--- config.mk ---
export PLATFORM = sky130hd
export DESIGN_NAME = pwm_burst_sequencer
export DESIGN_NICKNAME = d
export VERILOG_FILES = /design/src/rtl/pwm_burst_sequencer.sv
export SDC_FILE = /design/constraint.sdc
export NUM_CORES = 1
export LEC_CHECK = 0
export BUFFER_PORTS_ARGS = -buffer_cell sky130_fd_sc_hd__buf_2
export CAP_MARGIN = 20
export CORE_ASPECT_RATIO = 0.9
export CORE_MARGIN = 4
export CORE_UTILIZATION = 64
export CTS_CLUSTER_DIAMETER = 120
export DETAILED_ROUTE_END_ITERATION = 16
export PLACE_DENSITY = 0.87
export SYNTH_ARGS = -nofsm -noshare
export SYNTH_HDL_FRONTEND = slang
export SYNTH_SLANG_ARGS = --single-unit
--- constraint.sdc ---
create_clock -name clk -period 9.8 [get_ports clk]
set_clock_uncertainty 0.1 [all_clocks]
set_input_delay 2.94 -clock clk [delete_from_list [all_inputs] [get_ports clk]]
set_output_delay 2.94 -clock clk [all_outputs]
set_load 0.02 [all_outputs]
--- src/rtl/pwm_burst_sequencer.sv ---
// -----------------------------------------------------------------------------
// pwm_burst_sequencer
//
// Purpose:
//   Multi-phase PWM burst generator. A small configuration table holds, for
//   each phase, the PWM period, the duty (high clocks) and how many PWM cycles
//   the phase lasts. The sequencer walks through the phases in order and
//   wraps back to phase 0. Starting from IDLE it first ramps the duty through
//   a soft-start of 2^SS_SHIFT PWM cycles, then runs at full duty. A
//   synchronised fault input forces the output low at once and parks the
//   block in FAULT until it is explicitly cleared.
//
// Ports:
//   clk        - system clock, rising edge
//   rst_n      - asynchronous active-low reset
//   enable     - run request (level)
//   fault_in   - asynchronous fault request, active-high
//   fault_clr  - single-cycle fault-clear pulse
//   cfg_we     - configuration write strobe
//   cfg_addr   - phase index to write
//   cfg_sel    - field select: 0=period_m1, 1=duty, 2=pulses, 3=ignored
//   cfg_data   - write data (low PULSE_W bits used for pulses)
//   pwm_out    - registered PWM output
//   phase_idx  - active phase
//   state_out  - 0=IDLE, 1=SOFTSTART, 2=RUN, 3=FAULT
//   cycle_tick - high on the last clock of every PWM cycle
// -----------------------------------------------------------------------------
module pwm_burst_sequencer #(
    parameter int NUM_PHASES = 4,
    parameter int CNT_W      = 24,
    parameter int PULSE_W    = 8,
    parameter int SS_SHIFT   = 4,
    localparam int PH_W      = $clog2(NUM_PHASES)
) (
    input  logic             clk,
    input  logic             rst_n,
    input  logic             enable,
    input  logic             fault_in,
    input  logic             fault_clr,
    input  logic             cfg_we,
    input  logic [PH_W-1:0]  cfg_addr,
    input  logic [1:0]       cfg_sel,
    input  logic [CNT_W-1:0] cfg_data,
    output logic             pwm_out,
    output logic [PH_W-1:0]  phase_idx,
    output logic [1:0]       state_out,
    output logic             cycle_tick
);

    typedef enum logic [1:0] {
        IDLE      = 2'd0,
        SOFTSTART = 2'd1,
        RUN       = 2'd2,
        FAULT     = 2'd3
    } state_e;

    localparam logic [SS_SHIFT-1:0] SS_LAST = {SS_SHIFT{1'b1}};

    state_e               state_q, state_d;
    logic                 faultMeta_q, faultSync_q;
    logic [CNT_W-1:0]     periodTab_q [NUM_PHASES];
    logic [CNT_W-1:0]     dutyTab_q   [NUM_PHASES];
    logic [PULSE_W-1:0]   pulsesTab_q [NUM_PHASES];
    logic [CNT_W-1:0]     actPeriod_q, actDuty_q;
    logic [CNT_W-1:0]     periodCnt_q, periodCnt_d;
    logic [PULSE_W-1:0]   pulseCnt_q, pulseCnt_d;
    logic [PH_W-1:0]      phase_q, phase_d;
    logic [SS_SHIFT-1:0]  ssStep_q, ssStep_d;
    logic                 pwm_q, pwm_d;

    logic [CNT_W-1:0]          curPeriod, curDuty, effDuty;
    logic [CNT_W+SS_SHIFT-1:0] ssProduct;
    logic [PULSE_W-1:0]        lastPulse;
    logic                      running, cycleTick;

    // Two-flop synchroniser on the asynchronous fault request.
    always_ff @(posedge clk or negedge rst_n) begin
        if (!rst_n) begin
            faultMeta_q <= 1'b0;
            faultSync_q <= 1'b0;
        end else begin
            faultMeta_q <= fault_in;
            faultSync_q <= faultMeta_q;
        end
    end

    // Configuration table; writes land on the next edge in any state.
    always_ff @(posedge clk or negedge rst_n) begin
        if (!rst_n) begin
            for (int i = 0; i < NUM_PHASES; i++) begin
                periodTab_q[i] <= CNT_W'(99);
                dutyTab_q[i]   <= CNT_W'(50);
                pulsesTab_q[i] <= PULSE_W'(1);
            end
        end else if (cfg_we) begin
            for (int i = 0; i < NUM_PHASES; i++) begin
                if (cfg_addr == PH_W'(i)) begin
                    case (cfg_sel)
                        2'd0:    periodTab_q[i] <= cfg_data;
                        2'd1:    dutyTab_q[i]   <= cfg_data;
                        2'd2:    pulsesTab_q[i] <= cfg_data[PULSE_W-1:0];
                        default: ;
                    endcase
                end
            end
        end
    end

    // Snapshot period and duty while the period counter sits at 0, so a
    // table write in the middle of a cycle only affects the following cycle.
    always_ff @(posedge clk or negedge rst_n) begin
        if (!rst_n) begin
            actPeriod_q <= '0;
            actDuty_q   <= '0;
        end else if (periodCnt_q == '0) begin
            actPeriod_q <= periodTab_q[phase_q];
            actDuty_q   <= dutyTab_q[phase_q];
        end
    end

    // Parameters in force this clock. At count 0 the snapshot is being taken,
    // so the table is read directly. Soft-start scales the duty by
    // (ss_step+1)/2^SS_SHIFT, formed as duty*ss_step + duty at full width.
    always_comb begin
        curPeriod = (periodCnt_q == '0) ? periodTab_q[phase_q] : actPeriod_q;
        curDuty   = (periodCnt_q == '0) ? dutyTab_q[phase_q]   : actDuty_q;
        ssProduct = (CNT_W+SS_SHIFT)'(curDuty) * (CNT_W+SS_SHIFT)'(ssStep_q)
                  + (CNT_W+SS_SHIFT)'(curDuty);
        effDuty   = (state_q == SOFTSTART) ? CNT_W'(ssProduct >> SS_SHIFT) : curDuty;
        running   = (state_q == SOFTSTART) || (state_q == RUN);
        cycleTick = running && (periodCnt_q == curPeriod);
        lastPulse = (pulsesTab_q[phase_q] == '0) ? '0 : pulsesTab_q[phase_q] - 1'b1;
    end

    // Next-state logic: PWM cycle counting, pulse/phase sequencing, soft-start
    // stepping, and the fault override which wins over everything else.
    always_comb begin
        state_d     = state_q;
        periodCnt_d = periodCnt_q;
        pulseCnt_d  = pulseCnt_q;
        phase_d     = phase_q;
        ssStep_d    = ssStep_q;
        pwm_d       = 1'b0;
        case (state_q)
            IDLE: begin
                periodCnt_d = '0;
                pulseCnt_d  = '0;
                phase_d     = '0;
                ssStep_d    = '0;
                if (enable) state_d = SOFTSTART;
            end
            SOFTSTART, RUN: begin
                pwm_d = (periodCnt_q < effDuty);
                if (cycleTick) begin
                    periodCnt_d = '0;
                    // >= guards against pulses being shrunk mid-phase.
                    if (pulseCnt_q >= lastPulse) begin
                        pulseCnt_d = '0;
                        phase_d    = (phase_q == PH_W'(NUM_PHASES-1)) ? '0 : phase_q + 1'b1;
                    end else begin
                        pulseCnt_d = pulseCnt_q + 1'b1;
                    end
                    if (state_q == SOFTSTART) begin
                        if (ssStep_q == SS_LAST) begin
                            ssStep_d = '0;
                            state_d  = RUN;
                        end else begin
                            ssStep_d = ssStep_q + 1'b1;
                        end
                    end
                    if (!enable) begin
                        state_d    = IDLE;
                        pulseCnt_d = '0;
                        phase_d    = '0;
                        ssStep_d   = '0;
                    end
                end else begin
                    periodCnt_d = periodCnt_q + 1'b1;
                end
            end
            default: begin
                periodCnt_d = '0;
                pulseCnt_d  = '0;
                phase_d     = '0;
                ssStep_d    = '0;
                if (fault_clr && !faultSync_q) state_d = enable ? SOFTSTART : IDLE;
            end
        endcase
        if (faultSync_q) begin
            state_d     = FAULT;
            periodCnt_d = '0;
            pulseCnt_d  = '0;
            phase_d     = '0;
            ssStep_d    = '0;
            pwm_d       = 1'b0;
        end
    end

    // State and counter registers.
    always_ff @(posedge clk or negedge rst_n) begin
        if (!rst_n) begin
            state_q     <= IDLE;
            periodCnt_q <= '0;
            pulseCnt_q  <= '0;
            phase_q     <= '0;
            ssStep_q    <= '0;
            pwm_q       <= 1'b0;
        end else begin
            state_q     <= state_d;
            periodCnt_q <= periodCnt_d;
            pulseCnt_q  <= pulseCnt_d;
            phase_q     <= phase_d;
            ssStep_q    <= ssStep_d;
            pwm_q       <= pwm_d;
        end
    end

    assign pwm_out    = pwm_q;
    assign phase_idx  = phase_q;
    assign state_out  = state_q;
    assign cycle_tick = cycleTick;

endmodule

==> summary.md, run 1 <==
| Metric | Value |
|---|---|
| Setup crit start kind | `flop` |
| Fraction of layout cells with a size suffix above 1 | `28.92%` |
| Int Pwr | `3.392 mW` |
| Footprint of the multi-input gates | `slightly above 10000 sq um` |
| Fmax | `~120 MHz` |
| Final period utilization | `87.88%` |
| Max_cap viols | `0` |
| FF+latch area | `7928 sq um` |
| Vias in the first global route | `approximately 13000` |
| Pin count of the biggest net entering global routing | `180` |
| Antenna Nets Post-Route | `0` |
| Pwr dens | `267.8 nW/um^2` |
| Fillers | `1812` |
| Clock Power Share | `24.2%` |
| Routability cong. | `0.9477` |
| Fin. Hold Viols | `0` |
| Crit path top cell by count | `a21oi_1` |
| Sequential group share of total power | `a little over a third` |
| Hold-fix buffers, CTS | `0` |
| Worst Path Required | `10.19 ns` |
| Row count | `58` |
| DR vias | `12370` |
| Routed WL | `around 43000 microns` |
| Ant. Diodes | `0` |
| Fin Setup TNS | `0 ns` |
| Worst-margin pin slew | `1.051 ns` |
| Detail Placement HPWL | `between 20000 and 30000 microns` |
| Kind of critical path | `reg2reg` |
| Die W | `~190 microns` |
| Sw power | `roughly 2 mW` |
| Crit-path max cell delay | `about 0.8 ns` |
| Initial antenna violation count | `0` |
| Post-synth net total | `between 1500 and 2000` |
| Syn Inst Count | `1536` |
| Die area | `~32000 sq um` |
| Vias per inst | `between 6 and 7` |
| Remaining DRCs | `0` |
| Status | `finished, final reports clean` |
| Wire per inst | `around 22 microns` |
| Seq/Total Area, Yosys | `42.81%` |
| Async SR Flop Fraction | `100.0%` |
| Worst VDD drop | `around 0.00020 V` |
| Critical-path maximum fanout | `28` |
| Ports | `40` |
| Skew-Pair Late Insertion Delay | `~0.57 ns` |
| Setup Fix Bufs, Post-CTS | `0` |
| Post-cts resize count | `0` |
| Total GRT Usage | `around 27%` |
| Clock transition at path regs | `about 0.06 ns` |
| EDFF count, synth | `0` |
| Hold WC Path Type | `reg2reg` |
| Fin. max-slew vios | `0` |
| Synthesis Warnings | `0` |
| CTS tree | `built` |
| Post-route cell area | `between 20000 and 25000 sq um` |
| Clock buffer depth | `3` |
| Comb pwr share | `around 41%` |
| TritonRoute pass-1 iters | `6` |
| DIE HEIGHT | `169.3 microns` |
| Min Tclk post-route | `around 8.6 ns` |
| Layout Area Growth over Synthesis | `8.788%` |
| CP Capture Type | `flop` |
| Netlist Area Pre-Place | `18510 sq um` |
| Syn_area_per_cell | `between 10 and 15 sq um` |
| CTS buffer count | `31` |
| # setup viols final | `0` |
| CTS sink cnt | `315` |
| RSZ-0062 raised after global routing | `no` |
| # nets final | `~1700` |
| Clk root buf | `clkbuf_16` |
| GR Overflow Total | `0` |
| Dpl cell area | `18990 sq um` |
| Ys flop type | `dfrtp_1` |
| First-pass GRT wire length | `about 71000 microns` |
| Synth cell types | `approximately 70` |
| I/O Buffers | `39` |
| Placeable Area | `28230 sq um` |
| Yosys reg bits | `between 300 and 400` |
| Leakage power total | `9.295 nW` |
| Crit-path slowest cell | `and4_1` |
| Iter 0 DRT Violations | `~1100` |
| Initial Util | `around two thirds` |
| Switching Fraction | `37.09%` |
| H-tree levels | `1` |
| Worst EP arrival | `9.01 ns` |
| Slew headroom | `29.94%` |
-- flip-flops by register name, summed over array words and instances, names as in the netlist, 4 cells and up --
name,flops
pulseCnt_q,8
dutyTab_q,96
periodTab_q,96
ssStep_q,4
periodCnt_q,24
actDuty_q,24
actPeriod_q,24
pulsesTab_q,32
-- Yosys cell counts, types with 4 or more instances --
cell type	number	area (sq um)
dfrtp_1	283	7082
mux2_2	231	2601
nand2_1	144	540.5
and2_1	85	531.8
ha_1	75	938.4
fa_1	66	1321
inv_1	60	225.2
mux4_2	56	1261
nor2_1	54	202.7
clkbuf_1	50	187.7
a21oi_1	40	200.2
o21ai_0	37	185.2
dfstp_2	32	840.8
nand3_1	29	145.1
and3_1	27	168.9
xnor2_1	27	236.5
a21o_1	20	150.1
xor2_1	20	175.2
nand2b_1	19	118.9
nor3_1	16	80.08
mux2i_1	14	140.1
buf_2	12	60.06
o21ai_1	11	55.05
nand4_1	10	62.56
nor2b_1	9	56.30
nand3b_1	7	52.55
a211oi_1	6	45.04
o21a_1	6	45.04
nor4_1	5	31.28
o2bb2ai_1	5	43.79
a31oi_1	4	25.02
buf_1	4	15.01
mux2_4	4	60.06
nor4_2	4	50.05
o22ai_1	4	25.02
or3_1	4	25.02
-- cell families after synthesis --
kind of cell             synth area share [%]
XOR/XNOR                                2.224
buffers and inverters                   2.941
AO/OA/AOI/OAI                           5.936
AND/OR/NAND/NOR                         11.93
adder cells (fa/ha/maj)                 12.21
flip-flops                              42.81
multiplexers                            21.95
-- layer usage --
metal	up-vias	wire, microns	global-route usage [%]
met5	-	0	0
met4	0	1437	8.679
met3	106	3117	5.574
met2	443	20130	44.44
met1	6363	17880	38.21
li1	5460	-	-
-- path summary, 6_finish.rpt --
| path | depth (start not counted) | startpoint | end | slack (ns) |
|---|---|---|---|---|
| min in group asynchronous | 1 | rst_n | periodTab_q[82] | 2.34 |
| min reg2reg | 0 | faultMeta_q | faultSync_q | 0.26 |
| max | 33 | periodCnt_q[0] | pwm_out | 1.19 |
| max reg2reg | 33 | periodCnt_q[0] | pwm_out | 1.19 |
| max in group asynchronous | 2 | rst_n | actDuty_q[9] | 5.79 |
| min | 0 | faultMeta_q | faultSync_q | 0.26 |
-- metrics by stage --
step / instances / power (mW) / hold WS (ns) / util [%] / setup slack [ns]
after floorplan: 1536 / 3.447 / 0.2312 / - / 1.477
after global placement: 1879 / 3.942 / 0.2341 / 67.29 / 1.486
after detailed placement: 1879 / 4.046 / 0.2363 / 67.29 / 1.363
after CTS: 1937 / 5.390 / 0.2655 / 71.32 / 1.324
after global routing: 1937 / 5.738 / 0.2928 / 71.32 / 0.5062
final: 1937 / 5.392 / 0.2643 / 71.32 / 1.188
-- layout by cell type (no fill, tap or decap), drive strengths merged, types with 3 or more instances in the layout --
cell and count:
dfrtp 283, mux2 235, nand2 148, and2 86
ha 75, fa 66, inv 61, mux4 56
nor2 55, buf 55, o21ai 49, clkbuf 42
a21oi 40, dfstp 32, nand3 29, and3 27
xnor2 27, xor2 20, a21o 20, nand2b 19
nor3 16, mux2i 14, nand4 11, nor4 10
nor2b 9, clkinv 8, nand3b 7, a211oi 7
o21a 6, bufinv 6, o2bb2ai 5, o22ai 4
a31oi 4, or3 4, a2111oi 4, a22oi 3
o31a 3, nor3b 3, a211o 3
-- worst max-delay path, delay by kind of cell (launching register included) --
kind | cells | cell delay, ns
mux | 1 | 0.09
flops | 1 | 0.45
compound gates | 12 | 2.53
buf+inv | 1 | 0.13
fa+ha+maj | 6 | 2.36
simple gates | 12 | 2.73
xor+xnor | 1 | 0.13
-- cell type report --
class | count | area share [%]
Multi-Input combinational cell | 1089 | 49.93
Sequential cell | 315 | 39.37
Clock buffer | 42 | 4.356
Tap cell | 360 | 2.237
Timing Repair Buffer | 55 | 1.678
Clock inverter | 16 | 1.305
Inverter | 60 | 1.119
-- power by group through the flow --
stage                     Clock [mW]  Sequential (mW)  Combinational [mW]
after global placement             0             1.85                2.09
final                           1.31             1.88                2.21
after detailed placement           0             1.88                2.16
after CTS                       1.32             1.87                2.20
after global routing            1.38             1.92                2.45
after floorplan                    0             1.78                1.67
No activity file was read; power rests on OpenSTA's default activity.
==> run 2, diff against run 1 <==
--- a/config.mk
+++ b/config.mk
@@ -14,4 +14,6 @@
 export DETAILED_ROUTE_END_ITERATION = 16
 export PLACE_DENSITY = 0.87
+export RECOVER_POWER = 50
+export REMOVE_ABC_BUFFERS = 1
 export SYNTH_ARGS = -nofsm -noshare
 export SYNTH_HDL_FRONTEND = slang
==> constraint.sdc (replaced) <==
create_clock -name clk -period 9.8 [get_ports clk]
set_clock_uncertainty 0.1 [all_clocks]
set_input_delay 2.94 -clock clk [delete_from_list [all_inputs] [get_ports clk]]
set_output_delay 2.94 -clock clk [all_outputs]
set_load 0.01 [all_outputs]
==> summary.md, run 2 (synthesized netlist as in run 1, its figures left out) <==
| Metric | Value |
|---|---|
| TritonRoute pass-1 iters | `6` |
| Clock transition at path regs | `about 0.06 ns` |
| Detail Placement HPWL | `around 29000 microns` |
| Iter 0 DRT Violations | `1018` |
| Ports | `40` |
| Crit path top cell by count | `a21oi_1` |
| Fin. max-slew vios | `175` |
| Footprint of the multi-input gates | `around 10000 sq um` |
| Setup crit start kind | `flop` |
| DR vias | `12430` |
| DIE HEIGHT | `roughly 170 microns` |
| Sequential group share of total power | `between 30% and 40%` |
| Crit-path max cell delay | `just under 0.8 ns` |
| Failing checks | `capacitance limit, slew limit` |
| I/O Buffers | `39` |
| Comb pwr share | `40.6%` |
| Hold WC Path Type | `reg2reg` |
| Pin count of the biggest net entering global routing | `127` |
| Commonest non-fill, non-tap cells in the layout | `dfrtp_1, mux2_2, nand2_1, and2_1, ha_1` |
| Initial antenna violation count | `4` |
| Placed cell count | `roughly 1900` |
| RSZ-0062 raised after global routing | `no` |
| CTS tree | `built` |
| Pwr dens | `267.6 nW/um^2` |
| GR Overflow Total | `0` |
| CTS buffer count | `34` |
| Die area | `between 30000 and 40000 sq um` |
| Status | `finished with violations` |
| Crit-path slowest cell | `nand4_1` |
| # setup viols final | `0` |
| Sw power | `a little over 2 mW` |
| Total power | `between 5 and 6 mW` |
| Worst EP arrival | `approximately 9.2 ns` |
| Critical-path maximum fanout | `16` |
| Commonest non-fill, non-tap cell in the layout | `dfrtp_1` |
| Vias per inst | `6.401` |
| Slew headroom | `-23.14%` |
| Final period utilization | `90.64%` |
| Fraction of layout cells with a size suffix above 1 | `27.45%` |
| Clk root buf | `clkbuf_16` |
| Worst-margin pin slew | `between 1.5 and 2 ns` |
| Fmax | `approximately 110 MHz` |
| Row count | `58` |
| Hold-fix buffers, CTS | `0` |
| Setup Fix Bufs, Post-CTS | `0` |
| Wire per inst | `22.00 microns` |
| Clock buffer depth | `3` |
| Remaining DRCs | `0` |
| Routability cong. | `0.8872` |
| # nets final | `roughly 1700` |
| Clock Power Share | `roughly a quarter` |
| Fin Setup TNS | `0 ns` |
| First-pass GRT wire length | `between 60000 and 70000 microns` |
| Fin. Hold Viols | `0` |
| Skew-Pair Late Insertion Delay | `~0.54 ns` |
| Vias in the first global route | `12870` |
| Post-cts resize count | `0` |
| Fin util | `between 70% and 80%` |
| Post-route insts no fill | `just under 2000` |
| CP Capture Type | `flop` |
| Kind of critical path | `reg2reg` |
| Placeable Area | `about 28000 sq um` |
| Biggest regs | `dutyTab_q x96, periodTab_q x96, pulsesTab_q x32` |
| Initial Util | `about two thirds` |
| WHS | `~0.26 ns` |
| Total GRT Usage | `27.23%` |
| Routed WL | `~43000 microns` |
| Int Pwr | `roughly 3.4 mW` |
| Layout Area Growth over Synthesis | `8.653%` |
| Die W | `between 150 and 200 microns` |
| Antenna Nets Post-Route | `0` |
| CTS sink cnt | `315` |
| Fillers | `1777` |
| Max_cap viols | `7` |
| H-tree levels | `2` |
| Leakage power total | `between 9 and 10 nW` |
| Worst Path Required | `around 10 ns` |
| Min Tclk post-route | `approximately 8.9 ns` |
| FF+latch area | `~7900 sq um` |
| Worst VDD drop | `approximately 0.00018 V` |
| Switching Fraction | `37.56%` |
[run 2: final cells by class]
type / instances / area share, %
diodes: 1 / 0.01244
clock buffers: 48 / 4.890
clock inverters: 13 / 0.9146
inverters: 60 / 1.120
multi-input cells: 1089 / 49.91
flip-flops and latches: 315 / 39.42
well taps: 360 / 2.240
repair buffers: 56 / 1.493
[run 2: worst max-delay path: cells and delay by family (launching register included)]
kind                     cells  cell delay, ns
AO/OA/AOI/OAI               11            2.25
flip-flops                   1            0.46
XOR/XNOR                     1            0.14
AND/OR/NAND/NOR             13            3.42
buffers and inverters        1            0.14
adder cells (fa/ha/maj)      6            2.21
multiplexers                 1            0.10
[run 2: stage by stage]
stage          worst slack [ns]  area (sq um)
6_report                 0.9174         20110
5_1_grt                  0.3067         20110
4_1_cts                   1.155         20150
3_5_place_dp              1.189         18990
3_3_place_gp              1.421         18990
2_1_floorplan            0.9839         18190
[run 2: power groups by stage]
stage / registers (mW) / clock network, mW / logic [mW]
floorplan: 1.84 / 0 / 1.57
finish: 1.89 / 1.31 / 2.19
global placement: 1.87 / 0 / 2.06
detailed placement: 1.89 / 0 / 2.14
global route: 1.92 / 1.38 / 2.40
CTS: 1.88 / 1.32 / 2.18
[run 2: per-layer routing]
metal | global-route usage [%] | up-vias | routed length [microns]
met2 | 45.10 | 496 | 20850
met5 | 0 | - | 23
met1 | 37.83 | 6390 | 17900
met3 | 5.348 | 84 | 3116
met4 | 6.911 | 4 | 844
li1 | - | 5456 | -
[run 2: final timing paths]
path	start	to	slack (ns)	cells past startpoint
worst max-delay path	periodCnt_q[0]	pwm_out	0.92	33
min in group asynchronous	rst_n	pulsesTab_q[10]	2.40	1
max in group asynchronous	rst_n	actPeriod_q[12]	5.72	2
worst min-delay path	faultMeta_q	faultSync_q	0.26	0
worst max register to register	periodCnt_q[0]	pwm_out	0.92	33
worst min register to register	faultMeta_q	faultSync_q	0.26	0
==> run 3, diff against run 2 <==
PLACE_DENSITY = 0.81   (was 0.87)
==> summary.md, run 3 (synthesized netlist as in run 1, its figures left out) <==
| Metric | Value |
|---|---|
| CP Capture Type | `flop` |
| Setup crit start kind | `flop` |
| Crit-path max cell delay | `around 0.83 ns` |
| Setup Fix Bufs, Post-CTS | `0` |
| Final period utilization | `between 80% and 90%` |
| Skew-Pair Late Insertion Delay | `between 0.5 and 0.6 ns` |
| Critical-path maximum fanout | `28` |
| Fin worst setup slack | `1.067 ns` |
| Vias per inst | `~6.3` |
| Commonest non-fill, non-tap cells in the layout | `dfrtp_1, mux2_2, nand2_1, and2_1, ha_1` |
| CTS sink cnt | `about 320` |
| Crit-path slowest cell | `and4_1` |
| Clock buffer depth | `3` |
| RSZ-0062 raised after global routing | `no` |
| Routability cong. | `0.8941` |
| Slew headroom | `-24.73%` |
| Max_cap viols | `7` |
| Worst Path Required | `a little over 10 ns` |
| TritonRoute pass-1 iters | `5` |
| Worst-margin pin slew | `1.871 ns` |
| Total GRT Usage | `26.62%` |
| Clock transition at path regs | `0.06 ns` |
| Initial Util | `around two thirds` |
| DR vias | `12220` |
| Die W | `187.3 microns` |
| Antenna Nets Post-Route | `0` |
| Worst EP arrival | `9.06 ns` |
| Layout Area Growth over Synthesis | `8.464%` |
| Failing checks | `capacitance limit, slew limit` |
| Pre-CTS setup slack | `between 1 and 1.5 ns` |
| Min Tclk post-route | `8.733 ns` |
| Fin. Hold Viols | `0` |
| Wire per inst | `20.98 microns` |
| Die area | `~32000 sq um` |
| Top Family by Delay on Critical Path | `compound AO/OA/AOI/OAI gates` |
| CTS buffer count | `34` |
| Hold Path Depth | `0` |
| Detail Placement HPWL | `between 20000 and 30000 microns` |
| # nets final | `1730` |
| Placed cell count | `roughly 1900` |
| Routed WL | `a little over 40000 microns` |
| Ports | `40` |
| Vias in the first global route | `about 13000` |
| Critical path depth in cells | `33` |
| GR Overflow Total | `0` |
| Pwr dens | `264.5 nW/um^2` |
| Iter 0 DRT Violations | `930` |
| Commonest non-fill, non-tap cell in the layout | `dfrtp_1` |
| Hold-fix buffers, CTS | `0` |
| H-tree levels | `2` |
| Fraction of layout cells with a size suffix above 1 | `approximately 28%` |
| Fin Setup TNS | `0 ns` |
| Post-route insts no fill | `approximately 1900` |
| # setup viols final | `0` |
| DIE HEIGHT | `169.3 microns` |
| First-pass GRT wire length | `~70000 microns` |
| Kind of critical path | `reg2reg` |
| Hold WC Path Type | `reg2reg` |
| Biggest regs | `dutyTab_q x96, periodTab_q x96, pulsesTab_q x32` |
| Post-cts resize count | `0` |
| Status | `finished with violations` |
| CTS tree | `built` |
| I/O Buffers | `39` |
| Fmax | `between 100 and 150 MHz` |
| Remaining DRCs | `0` |
| Total power | `5.311 mW` |
| Worst reg2reg path depth | `33` |
| Worst path buffer plus inverter count | `1` |
| Clk root buf | `clkbuf_16` |
| Row count | `58` |
| Leakage power total | `9.242 nW` |
| Crit path top cell by count | `a21oi_1` |
| Ant. Diodes | `0` |
| Pin count of the biggest net entering global routing | `around 130` |
| Fin. max-slew vios | `about 180` |
| Initial antenna violation count | `1` |
| Placeable Area | `roughly 28000 sq um` |
| Worst VDD drop | `0.0001893 V` |
==> run 3: final timing paths <==
kind	start	end	slack (ns)
min	faultMeta_q	faultSync_q	0.26
min reg2reg	faultMeta_q	faultSync_q	0.26
max in group asynchronous	rst_n	pwm_out	5.66
max reg2reg	periodCnt_q[0]	pwm_out	1.07
max	periodCnt_q[0]	pwm_out	1.07
min in group asynchronous	rst_n	pulsesTab_q[1]	2.41
==> run 3: worst register-to-register path: cells and delay by family (launching register included) <==
family / cells / cell delay, ns
buffers and inverters: 1 / 0.12
AO/OA/AOI/OAI: 13 / 2.81
flip-flops: 1 / 0.44
AND/OR/NAND/NOR: 11 / 2.60
XOR/XNOR: 1 / 0.15
adder cells (fa/ha/maj): 6 / 2.34
multiplexers: 1 / 0.10
==> run 3: layout make-up <==
type,instances,area (sq um)
clock buffer,48,994.7
sequential,315,7928
fill,1920,8155
clock inverter,11,132.6
tap,360,450.4
timing repair buffer,55,292.8
inverter,60,225.2
multi-input combinational,1089,10050
==> run 3: layer usage <==
layer	global-route usage [%]	wire length, microns	vias up
met4	7.425	876	2
li1	-	-	5448
met3	4.607	2471	77
met2	41.80	19010	358
met1	39.18	18300	6332
met5	0	13	-
==> run 3: metrics by stage <==
| stage | instance area (sq um) | hold WS, ns | util [%] |
|---|---|---|---|
| floorplan | 18190 | 0.2312 | - |
| global placement | 18980 | 0.2366 | 67.23 |
| detailed placement | 18980 | 0.2443 | 67.23 |
| CTS | 20110 | 0.2578 | 71.23 |
| global route | 20070 | 0.2741 | 71.11 |
| finish | 20070 | 0.2557 | 71.11 |
==> run 3: power by group <==
part	leakage (nW)	internal, mW	switching (mW)
Clock	0.551	0.764	0.514
Sequential	3.87	1.65	0.220
Combinational	4.82	0.938	1.22
